`src/rtl/pico.sv`:
```
// rtl/pico.sv - shared datapath width, ALU opcode and flag types
package pico;

    localparam int N = 8;

    typedef enum logic [2:0] {
        F_ADD = 3'd0,
        F_SUB = 3'd1,
        F_AND = 3'd2,
        F_OR  = 3'd3,
        F_XOR = 3'd4,
        F_NOT = 3'd5,
        F_SHL = 3'd6,
        F_SHR = 3'd7
    } funcALU;

    // Carry, Overflow, Zero, Negative (carry is the MSB of the packed word)
    typedef struct packed {
        logic c;
        logic v;
        logic z;
        logic n;
    } flagsALU;

endpackage

```
`src/rtl/alu_arb.sv`:
```
// rtl/alu_arb.sv - round-robin arbiter sharing one combinational ALU; optional ALU_ARB_LOCK_EN
module alu_arb
    import pico::*;
#(
    parameter int NREQ = 2
) (
    input  logic                clk_i,
    input  logic                rst_i,
    input  logic [NREQ-1:0]     req_valid_i,
    output logic [NREQ-1:0]     req_ready_o,
    input  funcALU              req_op_i [NREQ],
    input  logic signed [N-1:0] req_a_i  [NREQ],
    input  logic signed [N-1:0] req_b_i  [NREQ],
    output logic [NREQ-1:0]     rsp_valid_o,
    input  logic [NREQ-1:0]     rsp_ready_i,
    output logic [N-1:0]        rsp_r_o,
    output flagsALU             rsp_flags_o,
    output logic [N-1:0]        alu_a_o,
    output logic [N-1:0]        alu_b_o,
    output funcALU              alu_op_o,
    input  logic [N-1:0]        alu_r_i,
    input  flagsALU             alu_flags_i,
`ifdef ALU_ARB_LOCK_EN
    input  logic [NREQ-1:0]     req_lock_i,
`endif
    output logic                busy_o
);

    localparam int PW = (NREQ > 1) ? $clog2(NREQ) : 1;

    typedef enum logic [1:0] {
        S_IDLE = 2'd0,
        S_EXEC = 2'd1,
        S_RESP = 2'd2
    } state_t;

    state_t         r_state;
    logic [PW-1:0]  r_ptr;
    logic [PW-1:0]  r_owner;
    logic [N-1:0]   r_alu_a;
    logic [N-1:0]   r_alu_b;
    funcALU         r_alu_op;
    logic [N-1:0]   r_rsp_r;
    flagsALU        r_rsp_flags;

    logic           w_found;
    logic [PW-1:0]  w_winner;
    logic [PW-1:0]  w_owner_inc;
    logic [PW-1:0]  w_ptr_next;

    // Winner search: first valid requester starting at the pointer, wrapping modulo NREQ
    always_comb begin
        w_found  = 1'b0;
        w_winner = '0;
        for (int i = 0; i < NREQ; i++) begin
            if (!w_found && req_valid_i[(int'(r_ptr) + i) % NREQ]) begin
                w_found  = 1'b1;
                w_winner = PW'((int'(r_ptr) + i) % NREQ);
            end
        end
    end

    // Pointer after completion: next requester, or the same one while it holds its lock
    always_comb begin
        w_owner_inc = (r_owner == PW'(NREQ - 1)) ? '0 : r_owner + 1'b1;
`ifdef ALU_ARB_LOCK_EN
        w_ptr_next  = req_lock_i[r_owner] ? r_owner : w_owner_inc;
`else
        w_ptr_next  = w_owner_inc;
`endif
    end

    // Handshake decode: grant only in IDLE, response only to the owner in RESP
    always_comb begin
        req_ready_o = '0;
        rsp_valid_o = '0;
        if (r_state == S_IDLE && w_found) begin
            req_ready_o[w_winner] = 1'b1;
        end
        if (r_state == S_RESP) begin
            rsp_valid_o[r_owner] = 1'b1;
        end
    end

    // Sequencer: latch operands on grant, capture ALU output one cycle later, hold until accepted
    always_ff @(posedge clk_i) begin
        if (rst_i) begin
            r_state     <= S_IDLE;
            r_ptr       <= '0;
            r_owner     <= '0;
            r_alu_a     <= '0;
            r_alu_b     <= '0;
            r_alu_op    <= F_ADD;
            r_rsp_r     <= '0;
            r_rsp_flags <= '0;
        end else begin
            case (r_state)
                S_IDLE: begin
                    if (w_found) begin
                        r_alu_a  <= req_a_i[w_winner];
                        r_alu_b  <= req_b_i[w_winner];
                        r_alu_op <= req_op_i[w_winner];
                        r_owner  <= w_winner;
                        r_state  <= S_EXEC;
                    end
                end
                S_EXEC: begin
                    r_rsp_r     <= alu_r_i;
                    r_rsp_flags <= alu_flags_i;
                    r_state     <= S_RESP;
                end
                S_RESP: begin
                    if (rsp_ready_i[r_owner]) begin
                        r_ptr   <= w_ptr_next;
                        r_state <= S_IDLE;
                    end
                end
                default: r_state <= S_IDLE;
            endcase
        end
    end

    assign alu_a_o     = r_alu_a;
    assign alu_b_o     = r_alu_b;
    assign alu_op_o    = r_alu_op;
    assign rsp_r_o     = r_rsp_r;
    assign rsp_flags_o = r_rsp_flags;
    assign busy_o      = (r_state != S_IDLE);

endmodule
```
`config.mk`:
```
export PLATFORM = sky130hd
export DESIGN_NAME = alu_arb
export DESIGN_NICKNAME = d
export VERILOG_FILES = /design/src/rtl/pico.sv /design/src/rtl/alu_arb.sv
export SDC_FILE = /design/constraint.sdc
export NUM_CORES = 1
export LEC_CHECK = 0
export ABC_AREA = 1
export CORE_MARGIN = 4
export CORE_UTILIZATION = 41
export CTS_CLUSTER_SIZE = 30
export DETAILED_ROUTE_END_ITERATION = 10
export PLACE_DENSITY_LB_ADDON = 0.08
export SYNTH_ARGS = -nofsm -noshare
export SYNTH_HDL_FRONTEND = slang
export SYNTH_SLANG_ARGS = --single-unit
export TNS_END_PERCENT = 30
```
`constraint.sdc`:
```
create_clock -name clk_i -period 2.8 [get_ports clk_i]
set_clock_uncertainty 0.05 [all_clocks]
set_input_delay 0.56 -clock clk_i [delete_from_list [all_inputs] [get_ports clk_i]]
set_output_delay 0.56 -clock clk_i [all_outputs]
set_load 0.01 [all_outputs]
```
-- Word-level counts from Yosys, hierarchy flattened
Cells that the tools add are included.
- flip-flop bits (word level): 35
- input port bits: 56
- output and inout port bits: 36
- word-level logic and storage cells: 66
- add/subtract/negate cells: 2
- order comparisons: 7
- equality and inequality tests: 4
- multiplexer cells: 30
- bitwise operators: 2
- reductions and logical operators: 10
- operators by type and width (cell ; count):
    8-bit two-way mux ; 6
    1-bit two-way mux ; 14
    3-bit two-way mux ; 3
    2-bit two-way mux ; 4
    1-bit by 2-bit < comparator with 1-bit output, second input constant ; 3
    2-bit one-hot mux with 3 select lines ; 1
    2-bit AND reduction ; 3
    1-bit logical AND ; 4
    2-bit by 3-bit < comparator with 1-bit output, second input constant ; 1
    1-bit adder, second input constant ; 2
    1-bit demux with 1-bit select ; 2
    2-bit by 1-bit == test with 1-bit output, second input constant ; 1
    2-bit == test, second input constant ; 1
    1-bit >= comparator, second input constant ; 2
    2-bit >= comparator, second input constant ; 1
    2-bit logical NOT ; 1
    2-bit by 1-bit inequality test with 1-bit output, second input constant ; 1
    2-bit inequality test, second input constant ; 1
    1-bit inverter with 2-bit output ; 1
    2-bit nonzero test ; 1
    1-bit bitwise AND, first input constant ; 1
    1-bit logical NOT ; 1

-- Longest topological paths before layout
Gate-level depths: netlist of run 1.
- word-level depth: 12
- mapped depth: 8
- depth with buffers taken out: 7

-- Worst setup path after synthesis of run 1
OpenSTA, ideal clock, no wires.
- path kind: input to output
- start point: input req_valid_i[0]
- end point: output req_ready_o[0]
- arrival: 1057 ps
- slack: 1133 ps
- stages: 5
- cell sequence: nand2_1 -> nand2_1 -> buf_2 -> inv_1 -> nor2_1
- cells in the longest elaborated chain, start to end: 11
- elaborated cells between the ends (all ways): 18
- those cells by class: order compare: 2; mux: 12; reduce/logical: 4
- RTL lines (what ; RTL line ; source):
    start: declaration ; alu_arb.sv:9 ; input logic [NREQ-1:0] req_valid_i,
    1-bit two-way mux (not written as such) (2 in a row) ; alu_arb.sv:56 ; if (!w_found && req_valid_i[(int'(r_ptr) + i) % NREQ]) begin
    1-bit two-way mux ; alu_arb.sv:56 ;
    1-bit logical NOT ; alu_arb.sv:56 ;
    1-bit logical AND ; alu_arb.sv:56 ;
    1-bit two-way mux ; alu_arb.sv:56 ;
    1-bit by 2-bit < comparator with 1-bit output (not written as such) / 1-bit >= comparator (equally long branches) ; alu_arb.sv:78 ; req_ready_o[w_winner] = 1'b1;
    1-bit logical AND (not written as such) ; alu_arb.sv:78 ;
    1-bit two-way mux (not written as such) ; alu_arb.sv:78 ;
    1-bit demux with 1-bit select ; alu_arb.sv:78 ;
    2-bit two-way mux (*) ; alu_arb.sv:77 ; if (r_state == S_IDLE && w_found) begin
    end: declaration ; alu_arb.sv:10 ; output logic [NREQ-1:0] req_ready_o,
Mark *: on every way between the ends. The rest lies on a longest branch, timed or not. The select of a mux whose other input is x is not followed.

-- Final worst setup path of run 1
Same ends and word-level chain as after synthesis.

==> results of run 1 <==
## cell type report
type | count | area (sq um)
clock buffers | 7 | 76.3
clock inverters | 1 | 5.00
fillers | 341 | 1110
inverters | 28 | 105
multi-input cells | 156 | 729
flip-flops and latches | 35 | 701
well taps | 48 | 60.1
repair buffers | 97 | 956
## synthesized netlist by cell type, drive strengths merged
| library cell | instances | area, sq um |
|---|---|---|
| nand2 | 50 | 190 |
| nand3 | 39 | 195 |
| dfxtp | 35 | 701 |
| nor2 | 32 | 141 |
| inv | 28 | 105 |
| nand4 | 19 | 119 |
| buf | 13 | 82.6 |
| o21ai | 13 | 68.8 |
| a21oi | 3 | 15.0 |
| clkbuf | 3 | 11.3 |
## per-layer routing
metal / track usage [%] / routed length, microns / vias to the layer above
li1: - / - / 932
met1: 20.9 / 1970 / 776
met2: 31.6 / 2130 / 77
met3: 6.82 / 482 / 7
met4: 7.72 / 72 / 0
met5: 0 / 0 / -
## worst paths after layout
check | slack [ps] | end | from | cells after the start
setup / recovery | 240 | req_ready_o[0] | req_valid_i[0] | 6
setup reg to reg | 1460 | rsp_r_o[7]$_SDFFE_PP0N_ | r_state[1]$_SDFFE_PP0P_ | 5
hold reg to reg | 420 | r_ptr$_SDFFE_PP0P_ | r_ptr$_SDFFE_PP0P_ | 2
hold / removal | 420 | r_ptr$_SDFFE_PP0P_ | r_ptr$_SDFFE_PP0P_ | 2
## logic make-up (layout without fill, tap and decap cells)
group / count (synthesis) / after routing / share of synthesized area (%)
AO/OA/AOI/OAI: 16 / 16 / 5.15
AND/OR/NAND/NOR: 140 / 140 / 39.6
flip-flops: 35 / 35 / 43.0
buffers and inverters: 44 / 133 / 12.2
## registers in the layout (all words and copies together) (netlist names)
| signal | cells |
|---|---|
| alu_a_o | 8 |
| alu_b_o | 8 |
| alu_op_o | 3 |
| r_owner | 1 |
| r_ptr | 1 |
| r_state | 2 |
| rsp_flags_o | 4 |
| rsp_r_o | 8 |
## stage by stage
step                utilization, %  hold WS, ps  instances  worst slack (ps)  area, sq um
global route                  70.3          453        372               140         2630
global placement              68.1          406        364               242         2550
CTS                           70.3          425        372               218         2630
detailed placement            68.1          414        364               226         2550
floorplan                        -          387        235              1130         1630
finish                        70.3          419        372               241         2630
## worst max-delay path, stage by stage
cell	delay, ps
clkdlybuf4s50_1	540
nand2_1	90
nand2_1	80
inv_1	50
nor2_1	90
clkdlybuf4s50_1	540
## power by group through the flow
stage                     clock, uW  sequential, uW  combinational (uW)
after floorplan                   0             604                 177
after global placement            0             582                 407
after detailed placement          0             584                 410
after CTS                       358             573                 411
after global routing            379             578                 447
final                           346             573                 407
==> impl_metrics.tcl, run 1 <==
set metrics [dict create \
    avgViaCountPerCell 4.82 \
    nets 379 \
    setup_tns_ps 0 \
    yosysUniqueCellTypes 17 \
    grt_pass1_vias 1748 \
    coreArea_sq_mm 0.00374 \
    path_clk_slew_ps 70 \
    yosys_warnings 0 \
    crit_arrival_ps 1950 \
    switching_share_pct 29.2 \
    die_x_microns 71.0 \
    cts_resized 0 \
    numCtsBuffers 5 \
    insertion_delay_ps 280 \
    place.gp.congestion 0.797 \
    p_clk_share_pct 26.1 \
    tritoncts "built" \
    synthesis.nets 291 \
    max_freq_mhz 391 \
    areaGrowthSynthToFinish_pct 61.6 \
    worstSetupPathType "in -> out" \
    portBuffers 91 \
    pin_count 92 \
    wl_per_cell_microns 12.5 \
    synth_area_per_cell_sq_um 6.93 \
    final_cell_mix "clkdlybuf4s50_1 (91), nand2_1 (49), nand3_1 (39)" \
    outcome "finished clean" \
    die_y_microns 71.0 \
    yosysSeqAreaShare_pct 43.0 \
    grt_pass1_wl_mm 7.60 \
    synth-seq-cells 35 \
    combPwrFrac_pct 30.7 \
    max_slew_margin_pct 58.8 \
    p_total_uw 1330 \
    initial_utilization_pct 43.5 \
    grt_setup_unrepaired "no" \
    grt_max_degree 24 \
    diodes 0 \
    cts_hold_repair.buffers 0 \
    cp_max_fo 3 \
    drt-total-wl_mm 4.65 \
    die-area_sq_mm 0.00505 \
    sequentialPowerShare_pct 43.2 \
    fin_crit_sh_pct 91.4 \
    cp_data_required_time_ps 2190 \
    cts_max_path_buffers 2 \
    maxCapViolCount 0 \
    drive_gt1_share_pct 5.86 \
    grt.total_usage_pct 18.6 \
    peakVddDrop_v 0.000334 \
    start_kind "input port" \
    cts_setup_buffers 0 \
    endpoint_kind "output pin" \
    cts_root_buffer "clkbuf_8" \
    tightest_slew_ps 617 \
    min_path_type "reg -> reg" \
    drv_slew 0 \
    grt-ovfl-total 0 \
    syn-instance-count 235 \
    final-hold-violation-count 0 \
    htreeDepth 2 \
    initialDrtViolationCount 79 \
    setup-violations-final 0 \
    clock_sink_count 35 \
    p_leak_uw 0.00119 \
    dr.pass1.iters 4 \
    std_cell_rows 22 \
    netlist_area_sq_mm 0.00163 \
    num_vias 1792 \
    internal_power_uw 938 \
    power.switching_uw 388 \
    hpwl_mm 3.38 \
    drc 0 \
    antenna_found_initial 0 \
    detail-route-antenna-nets 0 \
    power.density_mw_per_mm2 504 \
    final.min_clock_period_ps 2560 \
    layout_commonest_cell "clkdlybuf4s50_1" \
]
Power figures use the tool's default switching activity.
==> run 2: changes to the inputs <==
RECOVER_POWER = 25   (was not set)
==> run 2 against run 1 <==
Effect of this change: global-route usage stayed put; clock power hardly changed; combinational power is 1% lower; worst hold slack better by 2.3 ps; count of clock-buffer cells in the layout stayed put; first-iteration DRC count is 13% lower; power is 0.36% lower; critical path type unchanged; die area stayed put.
==> impl_metrics.tcl, run 2 (synthesis results as in run 1) <==
set metrics [dict create \
    detail-route-antenna-nets 0 \
    endpoint_kind "output pin" \
    post-place-ws_ps 226 \
    switching_share_pct 29.3 \
    drt-total-wl_mm 4.66 \
    place_area_sq_mm 0.00255 \
    sequentialPowerShare_pct 43.4 \
    hold_slack_ps 421 \
    setup-violations-final 0 \
    worstSetupPathType "in -> out" \
    grt_pass1_wl_mm 7.60 \
    min_path_type "reg -> reg" \
    place.gp.congestion 0.797 \
    nets 379 \
    areaGrowthSynthToFinish_pct 61.1 \
    power.density_mw_per_mm2 503 \
    fin_crit_sh_pct 92.2 \
    combPwrFrac_pct 30.4 \
    fin_ws_ps 217 \
    p_leak_uw 0.00119 \
    die_x_microns 71.0 \
    avgViaCountPerCell 4.88 \
    cts_max_path_buffers 2 \
    grt_max_degree 24 \
    cts_root_buffer "clkbuf_8" \
    grt_pass1_vias 1748 \
    cp_max_fo 4 \
    grt.total_usage_pct 18.6 \
    cp.buffers_inverters 2 \
    slowest_delay_ps 600 \
    final_area_sq_mm 0.00263 \
    portBuffers 91 \
    drive_gt1_share_pct 5.25 \
    cp_data_required_time_ps 2190 \
    clock_sink_count 35 \
    dr.pass1.iters 5 \
    p_clk_share_pct 26.2 \
    numCtsBuffers 5 \
    internal_power_uw 935 \
    peakVddDrop_v 0.000332 \
    drc 0 \
    drv_slew 0 \
    cp_top_family "buffers and inverters" \
    setup_tns_ps 0 \
    grt-ovfl-total 0 \
    critPathSlowestCell "dlygate4sd3_1" \
    maxCapViolCount 0 \
    tightest_slew_ps 957 \
    initial_utilization_pct 43.5 \
    layout_commonest_cell "clkdlybuf4s50_1" \
    crit_arrival_ps 1970 \
    tritoncts "built" \
    cts_setup_buffers 0 \
    path_clk_slew_ps 70 \
    hpwl_mm 3.38 \
    die_y_microns 71.0 \
    std_cell_rows 22 \
    wl_per_cell_microns 12.5 \
    power.switching_uw 386 \
    outcome "finished clean" \
    num_vias 1816 \
    diodes 0 \
    htreeDepth 2 \
    max_slew_margin_pct 36.2 \
    max_freq_mhz 387 \
    pin_count 92 \
    final-hold-violation-count 0 \
    coreArea_sq_mm 0.00374 \
    insertion_delay_ps 280 \
    antenna_found_initial 0 \
    initialDrtViolationCount 69 \
    die-area_sq_mm 0.00505 \
    grt_setup_unrepaired "no" \
    final.min_clock_period_ps 2580 \
    critical_path.cell_chain "dlygate4sd3_1 > o21ai_0 > nor2_1 > clkdlybuf4s50_1" \
    start_kind "input port" \
    cts_hold_repair.buffers 0 \
    final_cell_mix "clkdlybuf4s50_1 (87), nand2_1 (49), nand3_1 (39)" \
    cts_resized 0 \
]
==> run 2: cell count changes in the layout (fill, tap and decap cells not counted) <==
cell | previous run | this run
o21ai_2 | 1 | 0
clkbuf_1 | 2 | 3
dlygate4sd3_1 | 0 | 4
o21ai_0 | 12 | 13
buf_4 | 6 | 5
clkdlybuf4s50_1 | 91 | 87
==> run 2: power groups by stage <==
stage	combinational (uW)	clock, uW	sequential [uW]
floorplan	177	0	604
global placement	407	0	582
detailed placement	410	0	584
CTS	411	358	573
global route	443	379	578
finish	401	347	573
==> run 2: metrics by stage <==
stage | utilization, % | power [uW] | std cells
after floorplan | - | 781 | 235
after global placement | 68.1 | 989 | 364
after detailed placement | 68.1 | 993 | 364
after CTS | 70.3 | 1340 | 372
after global routing | 70.1 | 1400 | 372
final | 70.1 | 1320 | 372
==> run 2: worst register-to-register path, cell delays in order (launching register included) <==
cell and delay (ps):
dfxtp_1 390, nor2_2 80, o21ai_0 110, clkbuf_1 750, nand2_1 140, nand3_1 130
nand2_1 50, inv_1 40
==> run 2: worst paths after layout <==
kind                                 from                       to  slack [ps]  cells after the start
setup / recovery           req_valid_i[1]           req_ready_o[0]         220                      4
hold / removal         r_ptr$_SDFFE_PP0P_       r_ptr$_SDFFE_PP0P_         420                      2
setup reg to reg  r_state[0]$_SDFFE_PP0P_  alu_b_o[1]$_SDFFE_PP0P_        1000                      7
hold reg to reg        r_ptr$_SDFFE_PP0P_       r_ptr$_SDFFE_PP0P_         420                      2
==> run 2: area by class of cell <==
cell class                      instances  area [sq um]
Multi-Input combinational cell        156           726
Timing Repair Buffer                   97           952
Tap cell                               48          60.1
Clock inverter                          1          5.00
Fill cell                             344          1120
Clock buffer                            7          76.3
Inverter                               28           105
Sequential cell                        35           701
==> run 2: layer usage <==
| metal | routed length [microns] | vias up | GRT usage, % | share of wire [%] |
|---|---|---|---|---|
| met5 | 0 | - | 0 | 0 |
| met4 | 72 | 0 | 7.72 | 1.5 |
| met3 | 455 | 7 | 6.82 | 9.8 |
| met2 | 2150 | 76 | 31.6 | 46 |
| met1 | 1990 | 799 | 20.9 | 43 |
| li1 | - | 934 | - | - |
